File: src/rtl/chanlink_frame_rx.sv
// chanlink_frame_rx: 100-word channel-link frame checker and decoder.
// Define CHANLINK_RX_ERRCNT_EN to add the saturating ERR_CNT output.
module chanlink_frame_rx #(
  parameter int NDATA   = 96,
  parameter int GAP_MAX = 15
) (
  input  logic        WCLK,
  input  logic        RST_RESYNC,
  input  logic [15:0] DIN,
  input  logic        DVALID,
  input  logic        LAST_WRD,
  output logic [11:0] SMP_DATA,
  output logic        SMP_OVLP,
  output logic [6:0]  SMP_IDX,
  output logic        SMP_WE,
  output logic        FRM_DONE,
  output logic        CRC_ERR,
  output logic        FMT_ERR,
  output logic        TRUNC_ERR,
  output logic [5:0]  L1A_NUM,
  output logic [4:0]  L1A_BUF,
  output logic        WARN_OUT,
  output logic        L1A_PHS,
  output logic        SAMP16,
  output logic [15:0] FRM_CNT
`ifdef CHANLINK_RX_ERRCNT_EN
  ,
  output logic [15:0] ERR_CNT
`endif
);

  localparam int GW = $clog2(GAP_MAX + 1);
  localparam logic [6:0] PHS_LO = 7'd72;
  localparam logic [6:0] PHS_HI = 7'd77;
  localparam logic [6:0] S16_LO = 7'd90;
  localparam logic [6:0] S16_HI = 7'd95;

  typedef enum logic [2:0] {
    S_IDLE, S_DATA, S_CRC, S_TRL1, S_TRL2, S_TRL3
  } state_t;

  state_t          r_state, w_nstate;
  logic [6:0]      r_cnt;
  logic [14:0]     r_crc;
  logic [GW-1:0]   r_gap;
  logic            r_fmt, r_crce, r_phs, r_s16, r_warn;
  logic [5:0]      r_num;
  logic [4:0]      r_buf;
  logic [11:0]     r_smp_data;
  logic            r_smp_ovlp, r_smp_we;
  logic [6:0]      r_smp_idx;
  logic            r_done, r_crc_err, r_fmt_err, r_trunc_err;
  logic            r_warn_out, r_l1a_phs, r_samp16;
  logic [5:0]      r_l1a_num;
  logic [4:0]      r_l1a_buf;
  logic [15:0]     r_frm_cnt;

  logic            w_idle, w_lw_abort, w_gap_abort, w_abort;
  logic            w_take, w_dat, w_lastdat, w_fin;
  logic [6:0]      w_idx;
  logic [14:0]     w_crc_nx;
  logic            w_fmt_nx, w_crce_nx, w_phs_nx, w_s16_nx, w_warn_nx;
  logic [5:0]      w_num_nx;
  logic [4:0]      w_buf_nx;

  function automatic logic [14:0] crc_f(
    input logic [11:0] din,
    input logic [14:0] c
  );
    logic [12:0] d;
    logic [14:0] n;
    d = {1'b0, din};
    n[0] = d[0] ^ c[2];
    for (int i = 1; i <= 12; i++)
      n[i] = d[i-1] ^ d[i] ^ c[i+1] ^ c[i+2];
    n[13] = d[12] ^ c[14] ^ c[0];
    n[14] = c[1];
    return n;
  endfunction

  assign w_idle      = (r_state == S_IDLE);
  assign w_lw_abort  = DVALID & LAST_WRD & (r_state != S_TRL3);
  assign w_gap_abort = ~DVALID & ~w_idle & (r_gap == GW'(GAP_MAX));
  assign w_abort     = w_lw_abort | w_gap_abort;
  assign w_take      = DVALID & ~w_lw_abort;
  assign w_dat       = w_take & (w_idle | (r_state == S_DATA));
  assign w_idx       = w_idle ? 7'd0 : r_cnt;
  assign w_lastdat   = (w_idx == 7'(NDATA - 1));
  assign w_fin       = w_abort | (w_take & (r_state == S_TRL3));
  assign w_crc_nx    = crc_f(DIN[11:0], w_idle ? 15'd0 : r_crc);

  // State register
  always_ff @(posedge WCLK or posedge RST_RESYNC) begin
    if (RST_RESYNC) r_state <= S_IDLE;
    else            r_state <= w_nstate;
  end

  // Next-state: advance on each taken word, abort straight to IDLE
  always_comb begin
    w_nstate = r_state;
    if (w_abort) begin
      w_nstate = S_IDLE;
    end else if (w_take) begin
      unique case (r_state)
        S_IDLE, S_DATA: w_nstate = w_lastdat ? S_CRC : S_DATA;
        S_CRC:          w_nstate = S_TRL1;
        S_TRL1:         w_nstate = S_TRL2;
        S_TRL2:         w_nstate = S_TRL3;
        S_TRL3:         w_nstate = S_IDLE;
        default:        w_nstate = S_IDLE;
      endcase
    end
  end

  // Per-word checks; a frame's flags start from zero at word 0
  always_comb begin
    w_fmt_nx  = w_idle ? 1'b0 : r_fmt;
    w_crce_nx = w_idle ? 1'b0 : r_crce;
    w_phs_nx  = w_idle ? 1'b0 : r_phs;
    w_s16_nx  = w_idle ? 1'b0 : r_s16;
    w_num_nx  = w_idle ? 6'd0 : r_num;
    w_buf_nx  = w_idle ? 5'd0 : r_buf;
    w_warn_nx = w_idle ? 1'b0 : r_warn;
    if (w_take) begin
      unique case (r_state)
        S_IDLE, S_DATA: begin
          if (DIN[15] | DIN[12]) w_fmt_nx = 1'b1;
          if (w_idx == PHS_LO) begin
            w_phs_nx = DIN[13];
          end else if (w_idx > PHS_LO && w_idx <= PHS_HI) begin
            if (DIN[13] != r_phs) w_fmt_nx = 1'b1;
          end else if (w_idx == S16_LO) begin
            w_s16_nx = DIN[13];
          end else if (w_idx > S16_LO && w_idx <= S16_HI) begin
            if (DIN[13] != r_s16) w_fmt_nx = 1'b1;
          end else if (DIN[13]) begin
            w_fmt_nx = 1'b1;
          end
        end
        S_CRC: begin
          if (DIN[15]) w_fmt_nx = 1'b1;
          w_crce_nx = (DIN[14:0] != r_crc);
        end
        S_TRL1: begin
          if (DIN != 16'h700C) w_fmt_nx = 1'b1;
        end
        S_TRL2: begin
          if (DIN[15:12] != 4'h7) w_fmt_nx = 1'b1;
          w_num_nx  = DIN[11:6];
          w_buf_nx  = DIN[5:1];
          w_warn_nx = DIN[0];
        end
        S_TRL3: begin
          if (DIN != 16'h7FFF || !LAST_WRD) w_fmt_nx = 1'b1;
        end
        default: ;
      endcase
    end
  end

  // Frame datapath: word counter, running CRC, gap timer, working flags
  always_ff @(posedge WCLK or posedge RST_RESYNC) begin
    if (RST_RESYNC) begin
      r_cnt  <= '0;
      r_crc  <= '0;
      r_gap  <= '0;
      r_fmt  <= 1'b0;
      r_crce <= 1'b0;
      r_phs  <= 1'b0;
      r_s16  <= 1'b0;
      r_num  <= '0;
      r_buf  <= '0;
      r_warn <= 1'b0;
    end else begin
      if (w_abort)    r_cnt <= '0;
      else if (w_dat) r_cnt <= w_idx + 7'd1;
      if (w_dat) r_crc <= w_crc_nx;
      if (w_idle || DVALID || w_abort) r_gap <= '0;
      else                             r_gap <= r_gap + 1'b1;
      if (w_take) begin
        r_fmt  <= w_fmt_nx;
        r_crce <= w_crce_nx;
        r_phs  <= w_phs_nx;
        r_s16  <= w_s16_nx;
        r_num  <= w_num_nx;
        r_buf  <= w_buf_nx;
        r_warn <= w_warn_nx;
      end
    end
  end

  // Registered sample stream, one strobe per accepted data word
  always_ff @(posedge WCLK or posedge RST_RESYNC) begin
    if (RST_RESYNC) begin
      r_smp_we   <= 1'b0;
      r_smp_data <= '0;
      r_smp_ovlp <= 1'b0;
      r_smp_idx  <= '0;
    end else begin
      r_smp_we <= w_dat;
      if (w_dat) begin
        r_smp_data <= DIN[11:0];
        r_smp_ovlp <= ~DIN[14];
        r_smp_idx  <= w_idx;
      end
    end
  end

  // Status outputs load together with the FRM_DONE pulse, then hold
  always_ff @(posedge WCLK or posedge RST_RESYNC) begin
    if (RST_RESYNC) begin
      r_done      <= 1'b0;
      r_crc_err   <= 1'b0;
      r_fmt_err   <= 1'b0;
      r_trunc_err <= 1'b0;
      r_l1a_num   <= '0;
      r_l1a_buf   <= '0;
      r_warn_out  <= 1'b0;
      r_l1a_phs   <= 1'b0;
      r_samp16    <= 1'b0;
      r_frm_cnt   <= '0;
    end else begin
      r_done <= w_fin;
      if (w_fin) begin
        r_crc_err   <= w_crce_nx;
        r_fmt_err   <= w_fmt_nx;
        r_trunc_err <= w_abort;
        r_l1a_num   <= w_num_nx;
        r_l1a_buf   <= w_buf_nx;
        r_warn_out  <= w_warn_nx;
        r_l1a_phs   <= w_phs_nx;
        r_samp16    <= w_s16_nx;
        r_frm_cnt   <= r_frm_cnt + 16'd1;
      end
    end
  end

`ifdef CHANLINK_RX_ERRCNT_EN
  logic [15:0] r_err_cnt;

  // Saturating count of completed frames carrying any error
  always_ff @(posedge WCLK or posedge RST_RESYNC) begin
    if (RST_RESYNC) begin
      r_err_cnt <= '0;
    end else if (w_fin && (w_fmt_nx || w_crce_nx || w_abort)
                 && r_err_cnt != 16'hFFFF) begin
      r_err_cnt <= r_err_cnt + 16'd1;
    end
  end

  assign ERR_CNT = r_err_cnt;
`endif

  assign SMP_DATA  = r_smp_data;
  assign SMP_OVLP  = r_smp_ovlp;
  assign SMP_IDX   = r_smp_idx;
  assign SMP_WE    = r_smp_we;
  assign FRM_DONE  = r_done;
  assign CRC_ERR   = r_crc_err;
  assign FMT_ERR   = r_fmt_err;
  assign TRUNC_ERR = r_trunc_err;
  assign L1A_NUM   = r_l1a_num;
  assign L1A_BUF   = r_l1a_buf;
  assign WARN_OUT  = r_warn_out;
  assign L1A_PHS   = r_l1a_phs;
  assign SAMP16    = r_samp16;
  assign FRM_CNT   = r_frm_cnt;

endmodule

File: config.mk
export PLATFORM = sky130hd
export DESIGN_NAME = chanlink_frame_rx
export DESIGN_NICKNAME = d
export VERILOG_FILES = /design/src/rtl/chanlink_frame_rx.sv
export SDC_FILE = /design/constraint.sdc
export NUM_CORES = 1
export LEC_CHECK = 0
export BUFFER_PORTS_ARGS = -buffer_cell sky130_fd_sc_hd__buf_2
export CAP_MARGIN = 10
export CELL_PAD_IN_SITES_DETAIL_PLACEMENT = 0
export CELL_PAD_IN_SITES_GLOBAL_PLACEMENT = 1
export CORE_MARGIN = 2
export CORE_UTILIZATION = 38
export CTS_BUF_LIST = sky130_fd_sc_hd__clkbuf_4 sky130_fd_sc_hd__clkbuf_8 sky130_fd_sc_hd__clkbuf_16
export DETAILED_ROUTE_END_ITERATION = 12
export PLACE_DENSITY = 0.82
export REMOVE_ABC_BUFFERS = 1
export SYNTH_ARGS = -nofsm -noshare
export SYNTH_HDL_FRONTEND = slang
export SYNTH_SLANG_ARGS = --single-unit
File: constraint.sdc
create_clock -name WCLK -period 5.4 [get_ports WCLK]
set_input_delay 1.08 -clock WCLK [delete_from_list [all_inputs] [get_ports WCLK]]
set_output_delay 1.08 -clock WCLK [all_outputs]
set_load 0.01 [all_outputs]
==> out/metrics.cfg <==
[run_status]
status = complete, no violations

[critical_path]
path_cells = buf_2 -> nand4b_1 -> o21a_1 -> and2_1 -> inv_4 -> and4_1 -> xor2_1
cpPeakStageDelay_ns = 0.78
endpoint_kind = register
cpMaxStageDelayCell = and2_1
r2r_end = FMT_ERR
worstReg2RegStart = r_state[2]
critPathKind = in2reg
cp.required_ns = 5.64
worstSetupStartpointType = input port
crit_fanout = 28
crit_arrival_ns = 3.04
r2r_slack_ns = 2.79
worst_r2r_path_depth = 8

[detailed_routing]
detail_route.wl_per_cell_um = 15.5
viasPerCell = 5.13
vias = 4102
drt_wl_total_um = 12400
firstDrtPassIters = 4
first_iter_violations = 234
drc = 0
drtAntennaViolNets = 0

[synthesis]
syn_area_per_cell_sq_um = 9.37
yosysWarnings = 0
synthFlopType = dfrtp_1
synth_cell_types = 55
synthCells = 560
synth_top_family_by_area = simple AND/OR/NAND/NOR gates
synthArstFlopShare = 1.00
synthAdderAreaFrac = 0.0406
ys_seq_area_frac = 0.477
synth-simple-area-share = 0.186
synth_xor_area_frac = 0.109
synthMuxAreaShare = 0.00763
synth_compound_area_frac = 0.137
synth-seq-cells = 100
synth_area_sq_um = 5250
synth-edff-count = 0

[placed_design]
io_buffers = 74
dp_hpwl_um = 8850
gp_congestion = 0.813

[sta]
tns_ns = 0
drv_slew = 0
min_period_over_period = 0.520
fin_crit_ns = 2.81
max_freq_mhz = 356
grt_setup_unrepaired = no
hold_violations = 0
fin_skew_ns = 0.00609
worst-slew-pin-transition_ns = 0.992
slew_headroom = 0.339
setup_violations = 0
hold_ws_ns = 0.468

[floorplanning]
rows = 42
start_util = 0.393
die_area_sq_um = 14800
num_io_pins = 75
die_x_um = 121
core_area_sq_um = 13300
die_y_um = 121

[grt]
grt_overflow = 0
grt_pass1_wl_um = 20800
grt_max_degree = 66
grt_pass1_vias = 4040
groute.usage.overall = 0.180
antenna_found_initial = 1

[power_and_ir_drop]
p_leak_uw = 0.00280
vdd_ir_drop_max_mv = 0.178
power_density_nw_per_um2 = 326

[clocking]
postCtsResizedCells = 0
cts_setup_buffers = 0
clock_sinks = 100
clock_latency_ns = 0.35
cts_tree = done
cts-buffers-inserted = 9
path_clk_slew_ns = 0.06
clockBufferDepth = 2
cts_max_level = 3
clock-root-buffer = clkbuf_16
ctsHoldBuffers = 0

[worst_hold_path]
min-delay-start = r_gap[0]
whs_path_depth = 1
hold-path-endpoint = r_gap[0]
hold_class = reg2reg

[finish]
antenna_cells = 0
final_util = 0.452
drive_above_1_share = 0.170
fin_nets = 655
area_growth_pct = 15.1

[run]
drv_cap = 0

-- Yosys cell counts, types with 2 or more instances --
cell type	count	area, sq um
a21o_1	2	15.0
buf_2	14	70.1
o21ai_1	37	185
nor4_1	4	25.0
a22o_1	5	43.8
or3_1	3	18.8
o21a_1	2	15.0
and4_1	2	17.5
nor2b_1	3	18.8
o31ai_1	4	30.0
a211oi_1	2	15.0
and2_1	4	25.0
a31oi_1	3	18.8
o21ai_0	33	165
and3_1	19	119
mux2i_1	4	40.0
dfrtp_1	100	2500
nand3b_1	5	37.5
ha_1	17	213
nor3_1	6	30.0
nor2_1	29	109
clkbuf_1	13	48.8
o41ai_1	2	17.5
nand4b_1	2	17.5
nand3_1	11	55.1
buf_6	2	22.5
a21oi_1	20	100
o21ba_2	2	20.0
xnor2_1	49	429
nand2_1	94	353
xor2_1	16	140
nand4_1	12	75.1
and3b_1	2	17.5
inv_1	16	60.1
-- worst max path at each step --
stage / cells after the start / to / slack [ns] / start
6_report: 7 / FRM_CNT[13] / 2.59 / DVALID
3_3_place_gp: 7 / FRM_CNT[15] / 2.25 / DVALID
5_1_grt: 7 / FRM_CNT[13] / 2.33 / DVALID
4_1_cts: 7 / FRM_CNT[13] / 2.57 / DVALID
3_5_place_dp: 7 / FRM_CNT[15] / 2.19 / DVALID
2_1_floorplan: 1 / CRC_ERR / 1.70 / RST_RESYNC
-- sequential cells by signal (all words and copies together), names as in the netlist, 3 cells and up --
signal and cells:
r_state 3, r_crc 15, FRM_CNT 16, L1A_NUM 6, r_buf 5, r_cnt 7, SMP_DATA 12, r_gap 4
SMP_IDX 7, L1A_BUF 5, r_num 6
-- placed cells by master, fill, tap and decap left out, types with 3 or more instances in the layout --
cell type	count
a21oi_1	20
a22o_1	5
a31oi_1	3
and2_1	4
and3_1	19
buf_2	74
buf_4	5
clkbuf_16	9
dfrtp_1	100
ha_1	17
inv_1	15
mux2i_1	4
nand2_1	94
nand3_1	11
nand3b_1	5
nand4_1	12
nor2_1	29
nor2b_1	3
nor3_1	5
nor4_1	4
o21ai_0	33
o21ai_1	37
o31ai_1	4
or3_1	3
xnor2_1	49
xor2_1	16
-- worst max-delay path, delay by kind of cell --
kind / cells / cell delay (ns)
AOI/OAI and AO/OA: 1 / 0.16
xor gates and xnor gates: 1 / 0.14
buffers and inverters: 2 / 0.42
and+or+nand+nor: 3 / 1.23
-- stage by stage --
stage / cell area, sq um / cells / total power [uW] / setup WS (ns)
floorplan: 5090 / 528 / 1180 / 1.70
global placement: 5730 / 783 / 1320 / 2.25
detailed placement: 5730 / 783 / 1330 / 2.19
CTS: 6030 / 799 / 2000 / 2.57
global route: 6030 / 799 / 2080 / 2.33
finish: 6030 / 799 / 1970 / 2.59
-- power by group --
part | switching, uW | internal [uW]
clock network | 274 | 381
registers | 102 | 825
logic | 209 | 175
total | 584 | 1380
-- layer usage --
metal / vias to the layer above / track usage / part of all wire
li1: 2029 / - / -
met1: 1964 / 0.242 / 0.46
met2: 92 / 0.291 / 0.48
met3: 15 / 0.0418 / 0.046
met4: 2 / 0.0510 / 0.012
met5: - / 0 / 0.00089
-- area by class of cell --
cell class | count | area, sq um
Clock buffer | 12 | 254
Fill cell | 1342 | 7310
Multi-Input combinational cell | 410 | 2530
Clock inverter | 4 | 48.8
Tap cell | 176 | 220
Sequential cell | 100 | 2500
Timing Repair Buffer | 79 | 408
Inverter | 18 | 72.6
-- logic make-up after synthesis --
family / count (synthesis)
AO/OA/AOI/OAI: 122
multiplexers: 4
adder cells (fa/ha/maj): 17
XOR/XNOR: 65
buffers and inverters: 50
AND/OR/NAND/NOR: 202
flip-flops: 100
Note: power is estimated with default switching activity, not from simulation.
